===== config.mk =====
export PLATFORM = sky130hd
export DESIGN_NAME = count_sched
export DESIGN_NICKNAME = d
export VERILOG_FILES = /design/src/rtl/count_sched.sv
export SDC_FILE = /design/constraint.sdc
export NUM_CORES = 1
export LEC_CHECK = 0
export BUFFER_PORTS_ARGS = -buffer_cell sky130_fd_sc_hd__clkbuf_2
export CAP_MARGIN = 20
export CORE_MARGIN = 2
export CORE_UTILIZATION = 43
export DETAILED_ROUTE_END_ITERATION = 7
export PLACE_DENSITY = 0.75
export REMOVE_ABC_BUFFERS = 1
export SYNTH_ARGS = -nofsm -noshare
export SYNTH_HDL_FRONTEND = slang
export SYNTH_SLANG_ARGS = --single-unit
export TNS_END_PERCENT = 1

===== constraint.sdc =====
create_clock -name clk -period 1.6 [get_ports clk]
set_clock_uncertainty 0.2 [all_clocks]
set_input_delay 0 -clock clk [delete_from_list [all_inputs] [get_ports clk]]
set_output_delay 0 -clock clk [all_outputs]
set_load 0.005 [all_outputs]

===== src/rtl/count_sched.sv =====
// count_sched: round-robin scheduler that lends one shared duration counter to NREQ requesters.
// Define COUNT_SCHED_TIMEOUT_EN to add a 40-cycle RUN watchdog that pulses err.
module count_sched #(
  parameter int NREQ = 4,
  parameter int W    = 4
) (
  input  logic              clk,
  input  logic              nrst,
  input  logic [NREQ-1:0]   req,
  input  logic [NREQ*W-1:0] dur,
  output logic [NREQ-1:0]   grant,
  output logic [NREQ-1:0]   done,
  output logic              busy,
  output logic              err,
  output logic              cnt_clear,
  output logic              cnt_enable,
  output logic [W-1:0]      cnt_max,
  input  logic              cnt_ready
);

  localparam int IW = (NREQ > 1) ? $clog2(NREQ) : 1;

  typedef enum logic [1:0] {IDLE, LOAD, RUN, DONE} state_t;

  state_t          state, state_nx;
  logic [IW-1:0]   ptr, win_idx;
  logic [W-1:0]    win_dur;
  logic [NREQ-1:0] win_oh;

  logic            hi_v, lo_v, sel_v;
  logic [IW-1:0]   hi_idx, lo_idx, sel_idx;
  logic [W-1:0]    hi_dur, lo_dur, sel_dur;

  // Round-robin: first requester above the last winner, else the lowest requester (wrap).
  always_comb begin
    hi_v   = 1'b0;
    lo_v   = 1'b0;
    hi_idx = '0;
    lo_idx = '0;
    hi_dur = '0;
    lo_dur = '0;
    for (int unsigned i = 0; i < NREQ; i++) begin
      if (req[i]) begin
        if (!hi_v && (i > 32'(ptr))) begin
          hi_v   = 1'b1;
          hi_idx = IW'(i);
          hi_dur = dur[i*W +: W];
        end
        if (!lo_v) begin
          lo_v   = 1'b1;
          lo_idx = IW'(i);
          lo_dur = dur[i*W +: W];
        end
      end
    end
    sel_v   = lo_v;
    sel_idx = hi_v ? hi_idx : lo_idx;
    sel_dur = hi_v ? hi_dur : lo_dur;
  end

  assign win_oh = NREQ'(1) << win_idx;

  always_ff @(posedge clk or negedge nrst) begin
    if (!nrst) begin
      state   <= IDLE;
      ptr     <= IW'(NREQ - 1);
      win_idx <= '0;
      win_dur <= '0;
    end else begin
      state <= state_nx;
      if (state == IDLE && sel_v) begin
        win_idx <= sel_idx;
        win_dur <= sel_dur;
        ptr     <= sel_idx;
      end
    end
  end

`ifdef COUNT_SCHED_TIMEOUT_EN
  logic [5:0] wdog;
  logic       err_q;
  logic       timeout;

  // wdog holds the number of RUN cycles already completed; the 40th one times out.
  assign timeout = (state == RUN) && !cnt_ready && (wdog == 6'd39);

  always_ff @(posedge clk or negedge nrst) begin
    if (!nrst) begin
      wdog  <= '0;
      err_q <= 1'b0;
    end else begin
      err_q <= timeout;
      if (state == RUN) wdog <= wdog + 6'd1;
      else              wdog <= '0;
    end
  end

  assign err = err_q;
`else
  assign err = 1'b0;
`endif

  always_comb begin
    state_nx   = state;
    grant      = '0;
    done       = '0;
    busy       = 1'b0;
    cnt_clear  = 1'b0;
    cnt_enable = 1'b0;
    cnt_max    = '0;
    case (state)
      IDLE: begin
        if (sel_v) state_nx = LOAD;
      end
      LOAD: begin
        busy      = 1'b1;
        grant     = win_oh;
        cnt_max   = win_dur;
        cnt_clear = 1'b1;
        state_nx  = (win_dur == '0) ? DONE : RUN;
      end
      RUN: begin
        busy       = 1'b1;
        grant      = win_oh;
        cnt_max    = win_dur;
        cnt_enable = 1'b1;
        if (cnt_ready) state_nx = DONE;
`ifdef COUNT_SCHED_TIMEOUT_EN
        else if (timeout) state_nx = IDLE;
`endif
      end
      DONE: begin
        busy     = 1'b1;
        grant    = win_oh;
        cnt_max  = win_dur;
        done     = win_oh;
        state_nx = IDLE;
      end
      default: state_nx = IDLE;
    endcase
  end

endmodule


==> out/qor.yml, run 1 <==
dieArea_mm2: 0.00270
drcViolationCount: 0
synth_top_area_frac: 0.202
cts_made_buffers: 3
antenna_cells: 0
row_count: 17
synth.yosys.seq_area_share: 0.255
maxCapViolCount: 0
worst_hold_slack_ps: -5.34
p_clk_frac: 0.103
io_buffers: 37
final_common_cell: "clkbuf_2"
first_iter_violations: 23
slew_viol_final: 0
cts_tree: "done"
p_per_area_mw_per_mm2: 1600
wirelength_um: 2780
initial_core_util: 0.452
synth_ff_type: "dfrtp_1"
cp.depth: 4
max_stage_delay_ps: 570
crit_slowest_cell: "dfstp_2"
regArea_um2: 253
root_buffer: "clkbuf_4"
rsz0062_at_grt: "true"
nets: 203
fmax_mhz: 613
power.static_leakage_uw: 0.000688
p_switching_uw: 952
clkLatencyLatePin_ps: 270
cts_buffer_depth: 2
hpwl_um: 2060
power.total_uw: 2280
synth_area_leaders: "dfrtp_1 (20%), ha_1 (6.3%), dfstp_2 (5.3%)"
end_kind: "register"
pre_cts_slack_ps: 30.5
layout_setup_ws_ps: -32.1
worstPathCellList: "nor2b_2, o21ai_4, o311ai_2, a22o_1"
place_congestion: 0.816
yosysWarnings: 0
htree_levels: 1
critPathLaunchType: "register"
crit_fanout: 8
period_share: 1.02
hold_depth: 4
fillers: 194
hold_violations: 2
drive_gt1_frac: 0.437
min_period_ps: 1630
hold_class: "in -> reg"
r2r_cells: 4
grt_pass1_wl_um: 4450
cts.sinks: 10
ant_nets: 0
io-pin-count: 39
die_w_um: 52.0
synth_cell_type_count: 41
vdd_drop_max_v: 0.000711
yosys.area.top_type: "dfrtp_1"
fp.dieH_um: 52.0
finalSetupViolations: 1
drt-pass1-iter-count: 5
crit_type: "reg -> reg"
grt_usage: 0.219
syn-cell-area_um2: 990
status: "finished with violations"
grt_max_degree: 12
vias: 1077
synth.avg_cell_area_um2: 8.18
intPower_uw: 1330
netlist_instances: 121
ys_async_sr_fraction: 1.00
cp_top_family: "compound AO/OA/AOI/OAI gates"
clk_pin_slew_ps: 70
cp_data_required_time_ps: 1560
area_delta_synth_final_pct: 44.1
grt_pass1_vias: 979
layout_common_cells: "clkbuf_2 (36), buf_4 (14), nand2_1 (10)"
pwr-share-comb: 0.653
fp.coreArea_mm2: 0.00219
overflow: 0
antenna_found_initial: 0
violations: "negative hold slack, negative setup slack"
ys_seq_elements: 10
multiInputGateArea_um2: 692
power.share.switching: 0.418
wire_per_inst_um: 13.8
fin_cells: 202
place_inst: 189
routed_via_density: 5.33
crit_buf_inv: 0
pwr-share-seq: 0.244
arrival_ps: 1590
synth_edf_count: 0
layer usage:
metal / wire (um) / global-route usage / share of wire
met2: 1330 / 0.367 / 0.48
met3: 113 / 0.0172 / 0.041
met5: 0 / 0 / 0
met4: 25 / 0.0789 / 0.0090
met1: 1310 / 0.293 / 0.47
through the flow:
step	setup TNS (ps)	util	cell area [um^2]
floorplan	-376	-	928
global placement	0	0.569	1250
detailed placement	0	0.569	1250
CTS	0	0.622	1360
global route	-294	0.651	1430
finish	-32.1	0.651	1430
power by group through the flow:
stage | Combinational [uW] | Clock, uW | Sequential (uW)
after floorplan | 736 | 0 | 529
final | 1490 | 234 | 556
after global placement | 1250 | 0 | 535
after global routing | 1650 | 248 | 582
after CTS | 1340 | 237 | 543
after detailed placement | 1280 | 0 | 549
kinds of logic (layout without fill, tap and decap cells):
| kind of cell | Yosys count | count (layout) | synth area share |
|---|---|---|---|
| AOI/OAI and AO/OA | 36 | 36 | 0.297 |
| adders and majority gates | 5 | 5 | 0.0632 |
| buffers and inverters | 20 | 73 | 0.0999 |
| and+or+nand+nor | 46 | 46 | 0.250 |
| DFF | 10 | 10 | 0.255 |
| other | 1 | 1 | 0.00379 |
| muxes | 3 | 3 | 0.0303 |
cell usage after synthesis (2+ instances only):
| cell | number |
|---|---|
| dfstp_2 | 2 |
| o21ai_0 | 3 |
| and2_1 | 5 |
| buf_6 | 2 |
| o211ai_1 | 3 |
| nor2b_1 | 6 |
| nand2b_1 | 2 |
| dfrtp_1 | 8 |
| nand3b_1 | 4 |
| nor3b_1 | 3 |
| a221oi_2 | 3 |
| o21a_1 | 2 |
| mux2i_1 | 3 |
| ha_1 | 5 |
| a21oi_1 | 4 |
| a31oi_1 | 5 |
| o311ai_1 | 2 |
| inv_1 | 10 |
| a32oi_1 | 4 |
| and3_1 | 3 |
| nand2_1 | 10 |
| buf_2 | 3 |
| clkbuf_1 | 3 |
| nor2_1 | 9 |
registers in the layout, summed over array words and instances (netlist names):
signal / count
state: 2
ptr: 2
win_dur: 4
win_idx: 2
worst reg2reg max path: cells and delay by family, from the launching register on:
family          cells  cell delay (ps)
flops               1              570
simple gates        1               90
compound gates      3              670
path summary, 6_finish.rpt:
check,start,endpoint,slack [ps]
max in group asynchronous,nrst,win_dur[3],350
worst min register to register,win_dur[3],win_dur[3],380
worst max register to register,ptr[0],win_idx[1],-30
worst min-delay path,dur[0],win_dur[0],-5
min in group asynchronous,nrst,ptr[1],50
worst max-delay path,ptr[0],win_idx[1],-30
area by class of cell:
type / count / area share
clock buffer: 4 / 0.0254
inverter: 10 / 0.0263
multi-input combinational: 91 / 0.485
sequential: 10 / 0.177
tap: 28 / 0.0246
timing repair buffer: 59 / 0.261
repair_timing:
item,4_1_cts,5_1_grt
resized for setup,3,13
buffers inserted,0,3
hold buffers,6,0
pin swaps,0,6
endpoints found under the hold margin,13,0
setup endpoints to repair,5,13
Note: power is estimated with default switching activity, not from simulation.
==> inputs of run 2 (changes only) <==
--- a/config.mk
+++ b/config.mk
@@ -7,10 +7,13 @@
 export LEC_CHECK = 0
 export BUFFER_PORTS_ARGS = -buffer_cell sky130_fd_sc_hd__clkbuf_2
 export CAP_MARGIN = 20
+export CELL_PAD_IN_SITES_DETAIL_PLACEMENT = 0
+export CELL_PAD_IN_SITES_GLOBAL_PLACEMENT = 1
 export CORE_MARGIN = 2
-export CORE_UTILIZATION = 43
+export CORE_UTILIZATION = 31
+export CTS_BUF_LIST = sky130_fd_sc_hd__clkbuf_16
 export DETAILED_ROUTE_END_ITERATION = 7
-export PLACE_DENSITY = 0.75
+export PLACE_DENSITY_LB_ADDON = 0.1
 export REMOVE_ABC_BUFFERS = 1
 export SYNTH_ARGS = -nofsm -noshare
 export SYNTH_HDL_FRONTEND = slang
==> run 2 against run 1 <==
Compared with the run above: the flow now finishes without violations; clock power is 89% higher; non-clock buffer count is 1 higher; utilization fell by 16 points; sequential share of layout area down 0.82 points; first-iteration DRC count is 91% higher; flip-flop and latch count did not move; critical path depth grew 2; worst setup slack gained 87 ps; total power up 11%; critical path type unchanged; largest cell class unchanged; highest routed layer is now met3.
==> out/qor.yml, run 2 (synthesis results as in run 1) <==
routed_via_density: 4.86  # -8.9%
antenna_cells: 0  # unchanged
p_clk_frac: 0.174  # +0.071
wire_per_inst_um: 12.8  # -7.1%
use_met2: 0.281  # -0.0860
place_congestion: 0.793  # -2.8%
root_buffer: "clkbuf_16"
fmax_mhz: 647  # +5.6%
rsz0062_at_grt: "true"
min_period_ps: 1540  # -87.2 ps
cts.sinks: 10  # unchanged
wirelength_um: 2800  # +0.76%
nets: 204  # +0.49%
finalSetupViolations: 0  # -1
power.static_leakage_uw: 0.000717  # +4.2%
drt-pass1-iter-count: 4  # -1
hpwl_um: 2110  # +2.3%
fillers: 319  # +64%
grt.busiest_layer: "met2"
antenna_found_initial: 0  # unchanged
hold_class: "in -> reg"
drcViolationCount: 0  # unchanged
grt_max_degree: 17  # +5
pwr-share-comb: 0.604  # -0.049
drive_gt1_frac: 0.423  # -0.0139
status: "finished clean"
htree_levels: 1  # unchanged
power.total_uw: 2530  # +11%
io-pin-count: 39  # unchanged
intPower_uw: 1560  # +18%
critPathLaunchType: "register"
io_buffers: 37  # unchanged
crit_type: "reg -> reg"
end_kind: "register"
initial_core_util: 0.324  # -0.128
ant_nets: 0  # unchanged
cp_data_required_time_ps: 1520  # -40 ps
row_count: 20  # +3
cts_tree: "done"
overflow: 0  # unchanged
cts_made_buffers: 3  # unchanged
vdd_drop_max_v: 0.000486  # -32%
maxCapViolCount: 0  # unchanged
p_switching_uw: 971  # +2.1%
layout_setup_ws_ps: 55.1  # +87.2 ps
met1_usage: 0.226  # -0.0670
period_share: 0.966  # -0.0545
first_iter_violations: 44  # +91%
pre_cts_slack_ps: -25.0  # -55.4 ps
p_per_area_mw_per_mm2: 1700  # +6.1%
grt_pass1_wl_um: 4660  # +4.7%
clkLatencyLatePin_ps: 240  # -30 ps
largest_register_ffs: 4  # unchanged
die_w_um: 60.5  # +16%
pwr-share-seq: 0.221  # -0.023
slew_viol_final: 0  # unchanged
crit_fanout: 3  # -5
fp.coreArea_mm2: 0.00305  # +39%
arrival_ps: 1470  # -120 ps
grt_use_met3: 0.0213  # +0.00408
hold_depth: 4  # unchanged
fp.dieH_um: 60.5  # +16%
area_delta_synth_final_pct: 51.1
cts_buffer_depth: 2  # unchanged
layout_common_cells: "clkbuf_2 (35), buf_4 (14), nand2_1 (10)"
r2r_cells: 6  # +2
clk_pin_slew_ps: 40  # -30 ps
power.share.switching: 0.383  # -0.0343
hold_violations: 0  # -2
vias: 1064  # -1.2%
final_common_cell: "clkbuf_2"
largest-register: "win_dur"
grt_usage: 0.167  # -0.0522
grt_pass1_vias: 1047  # +6.9%
dieArea_mm2: 0.00366  # +35%
[run 2: cell types whose count changed in the layout (fill, tap and decap cells not counted), sizes merged]
cell	before	now
inv	10	11
clkbuf	40	38
buf	17	20
dlygate4sd3	6	5
[run 2: power groups by stage]
| stage | combinational [uW] | clock (uW) | sequential (uW) |
|---|---|---|---|
| after detailed placement | 1290 | 0 | 560 |
| after global routing | 1710 | 468 | 592 |
| after CTS | 1330 | 443 | 557 |
| final | 1530 | 442 | 561 |
| after global placement | 1290 | 0 | 548 |
| after floorplan | 736 | 0 | 529 |
[run 2: worst paths after layout]
path / startpoint / to / slack, ps
hold reg to reg: win_dur[0] / win_dur[0] / 380
max in group asynchronous: nrst / win_idx[0] / 300
hold / removal: dur[6] / win_dur[2] / 40
setup reg to reg: state[0] / win_idx[0] / 60
setup / recovery: state[0] / win_idx[0] / 60
min in group asynchronous: nrst / ptr[1] / 100
[run 2: worst max-delay path, cell delays in order (launching register included)]
cell and delay [ps]:
dfrtp_1 380, inv_2 120, ha_4 160, o41a_1 170
a21boi_2 200, o21ai_2 80, o21a_1 100
[run 2: through the flow]
stage / instances / util / TNS, ps / hold WS (ps) / area (um^2)
floorplan: 111 / - / -376 / -496 / 928
global placement: 205 / 0.419 / 0 / -317 / 1280
detailed placement: 205 / 0.419 / -27.0 / -322 / 1280
CTS: 214 / 0.463 / -98.5 / 40.6 / 1410
global route: 219 / 0.490 / -177 / 89.4 / 1500
finish: 219 / 0.490 / 0 / 37.4 / 1500
[run 2: cell type report]
| class | count | area (um^2) | share of cell area |
|---|---|---|---|
| clock buffers | 3 | 75.1 | 0.0502 |
| well taps | 44 | 55.1 | 0.0368 |
| multi-input cells | 91 | 677 | 0.453 |
| flip-flops and latches | 10 | 253 | 0.169 |
| repair buffers | 60 | 394 | 0.264 |
| clock inverters | 1 | 3.75 | 0.00251 |
| inverters | 10 | 37.5 | 0.0251 |
[run 2: routing by layer]
layer  vias to the layer above  share of wire  wire (um)
met2                        46           0.47       1310
met3                         0          0.057        159
li1                        541              -          -
met4                         0              0          0
met5                         -              0          0
met1                       477           0.48       1330
[run 2: repair_timing]
item | in CTS | in global routing
resized for setup | 2 | 17
pin swaps | 0 | 2
hold endpoints to repair | 13 | 0
endpoints found under the setup margin | 6 | 13
setup buffers | 0 | 5
hold buffers | 5 | 0
==> inputs of run 3 (changes only) <==
--- a/config.mk
+++ b/config.mk
@@ -10,8 +10,8 @@
 export CELL_PAD_IN_SITES_DETAIL_PLACEMENT = 0
 export CELL_PAD_IN_SITES_GLOBAL_PLACEMENT = 1
 export CORE_MARGIN = 2
-export CORE_UTILIZATION = 31
-export CTS_BUF_LIST = sky130_fd_sc_hd__clkbuf_16
+export CORE_UTILIZATION = 32
+export CTS_BUF_LIST = sky130_fd_sc_hd__clkbuf_2
 export DETAILED_ROUTE_END_ITERATION = 7
 export PLACE_DENSITY_LB_ADDON = 0.1
 export REMOVE_ABC_BUFFERS = 1
==> run 3 against run 2 <==
Compared with the run above: largest power group unchanged; critical path type is now reg -> out; utilization shrank 1.6 points; worst setup slack got worse by 30 ps; via count rose by 0.56%; critical endpoint is now cnt_max[0]; first-iteration DRC count decreased by 43%; largest cell class unchanged.
==> out/qor.yml, run 3 (synthesis results as in run 1) <==
worstPathCellList: "inv_2, buf_6, ha_4, buf_4, nor2b_1, buf_2"
grt_use_met3: 0.0218  # +0.000512
grt_usage: 0.171  # +0.00398
hpwl_um: 2200  # +4.4%
pwr-share-comb: 0.682  # +0.078
grt_max_degree: 17  # unchanged
io-pin-count: 39  # unchanged
cp_top_family: "buffers and inverters"
layout_common_cells: "clkbuf_2 (38), buf_4 (15), nand2_1 (10)"
root_buffer: "clkbuf_2"
met1_usage: 0.242  # +0.0165
antenna_cells: 0  # unchanged
min_period_ps: 1570  # +29.5 ps
clkLatencyLatePin_ps: 250  # about the same
pwr-share-seq: 0.250  # +0.029
place_congestion: 0.835  # +5.2%
fp.dieH_um: 59.6  # -1.5%
crit_path_start: "state[1]"
final_common_cell: "clkbuf_2"
antenna_found_initial: 0  # unchanged
period_share: 0.984  # +0.0184
ant_nets: 0  # unchanged
drt-pass1-iter-count: 4  # unchanged
finalInstanceArea_mm2: 0.00142  # -4.9%
first_iter_violations: 25  # -43%
critPathLaunchType: "register"
maxCapViolCount: 0  # unchanged
clk_pin_slew_ps: 110  # +70 ps
routed_via_density: 5.14  # +5.9%
crit_type: "reg -> out"
initial_core_util: 0.330  # +0.00540
worstReg2RegStart: "state[0]"
crit_fanout: 8  # +5
crit_slowest_cell: "dfrtp_1"
crit_buf_inv: 4  # +3
dpl-instance-area_mm2: 0.00126  # -1.1%
hp-start: "dur[1]"
hold_class: "in -> reg"
hold_violations: 0  # unchanged
cts_made_buffers: 3  # unchanged
fp.coreArea_mm2: 0.00300  # -1.6%
drive_gt1_frac: 0.429  # +0.00571
dieArea_mm2: 0.00355  # -2.9%
end_kind: "primary output"
cts_buffer_depth: 2  # unchanged
io_buffers: 37  # unchanged
power.static_leakage_uw: 0.000690  # -3.7%
htree_levels: 1  # unchanged
intPower_uw: 1300  # -17%
vdd_drop_max_v: 0.000346  # -29%
slew_viol_final: 0  # unchanged
cts.sinks: 10  # unchanged
fmax_mhz: 635  # -1.9%
status: "finished clean"
use_met2: 0.265  # -0.0157
grt_pass1_wl_um: 4620  # -0.88%
worst_hold_slack_ps: 4.09  # -33.4 ps
largest-register: "win_dur"
cp_data_required_time_ps: 1400  # -120 ps
nets: 204  # unchanged
die_w_um: 59.6  # -1.5%
grt.busiest_layer: "met2"
area_delta_synth_final_pct: 43.6
power.share.switching: 0.421  # +0.0377
r2r_setup_slack_ps: 40  # -20 ps
cts_tree: "done"
row_count: 20  # unchanged
p_per_area_mw_per_mm2: 1580  # -6.9%
rsz0062_at_grt: "true"
p_clk_frac: 0.068  # -0.106
wire_per_inst_um: 13.7  # +7.0%
p_switching_uw: 944  # -2.8%
wirelength_um: 2850  # +1.6%
grt_pass1_vias: 959  # -8.4%
largest_register_ffs: 4  # unchanged
fin_cells: 208  # -5.0%
place_inst: 194  # -5.4%
fillers: 314  # -1.6%
overflow: 0  # unchanged
arrival_ps: 1370  # -100 ps
fin_setup_tns_ps: 0  # unchanged
drcViolationCount: 0  # unchanged
vias: 1070  # +0.56%
max_stage_delay_ps: 390  # about the same
finalSetupViolations: 0  # unchanged
## run 3: tightest hold or removal path: stages
cell,delay [ps]
clkbuf_2,70
and2_1,110
o211ai_1,80
a31oi_1,150
## run 3: what timing repair did
action	in CTS	in global routing
gates resized for setup	5	11
setup endpoints to repair	14	18
hold buffers	5	0
endpoints found under the hold margin	13	0
pin swaps	0	4
buffers inserted	0	5
## run 3: metal layers
metal,share of wire,vias to the layer above
met2,0.45,35
li1,-,546
met3,0.043,4
met5,0,-
met4,0.016,0
met1,0.50,485
## run 3: final cells by class
class	instances	area [um^2]	area share
timing repair buffer	60	390	0.275
sequential	10	253	0.178
multi-input combinational	91	679	0.478
tap	33	41.3	0.0290
clock buffer	4	20.0	0.0141
inverter	10	37.5	0.0264
## run 3: worst paths after layout
path                                   end  cells past startpoint
min in group asynchronous           ptr[0]                      2
worst min-delay path            win_dur[1]                      4
max in group asynchronous       win_dur[2]                      3
worst max-delay path            cnt_max[0]                      6
worst min register to register  win_dur[3]                      2
worst max register to register    state[0]                      6
## run 3: power by group through the flow
| stage | logic [uW] | registers (uW) | clock network [uW] |
|---|---|---|---|
| 2_1_floorplan | 736 | 529 | 0 |
| 3_3_place_gp | 1310 | 543 | 0 |
| 3_5_place_dp | 1320 | 557 | 0 |
| 4_1_cts | 1360 | 553 | 159 |
| 5_1_grt | 1700 | 583 | 173 |
| 6_report | 1530 | 560 | 153 |
## run 3: stage by stage
stage               total power [uW]   util  setup WS [ps]
floorplan                       1270      -           -168
global placement                1850  0.421          -76.0
detailed placement              1870  0.421          -71.1
CTS                             2070  0.448          -87.4
global route                    2450  0.473          -60.1
finish                          2240  0.473           25.6
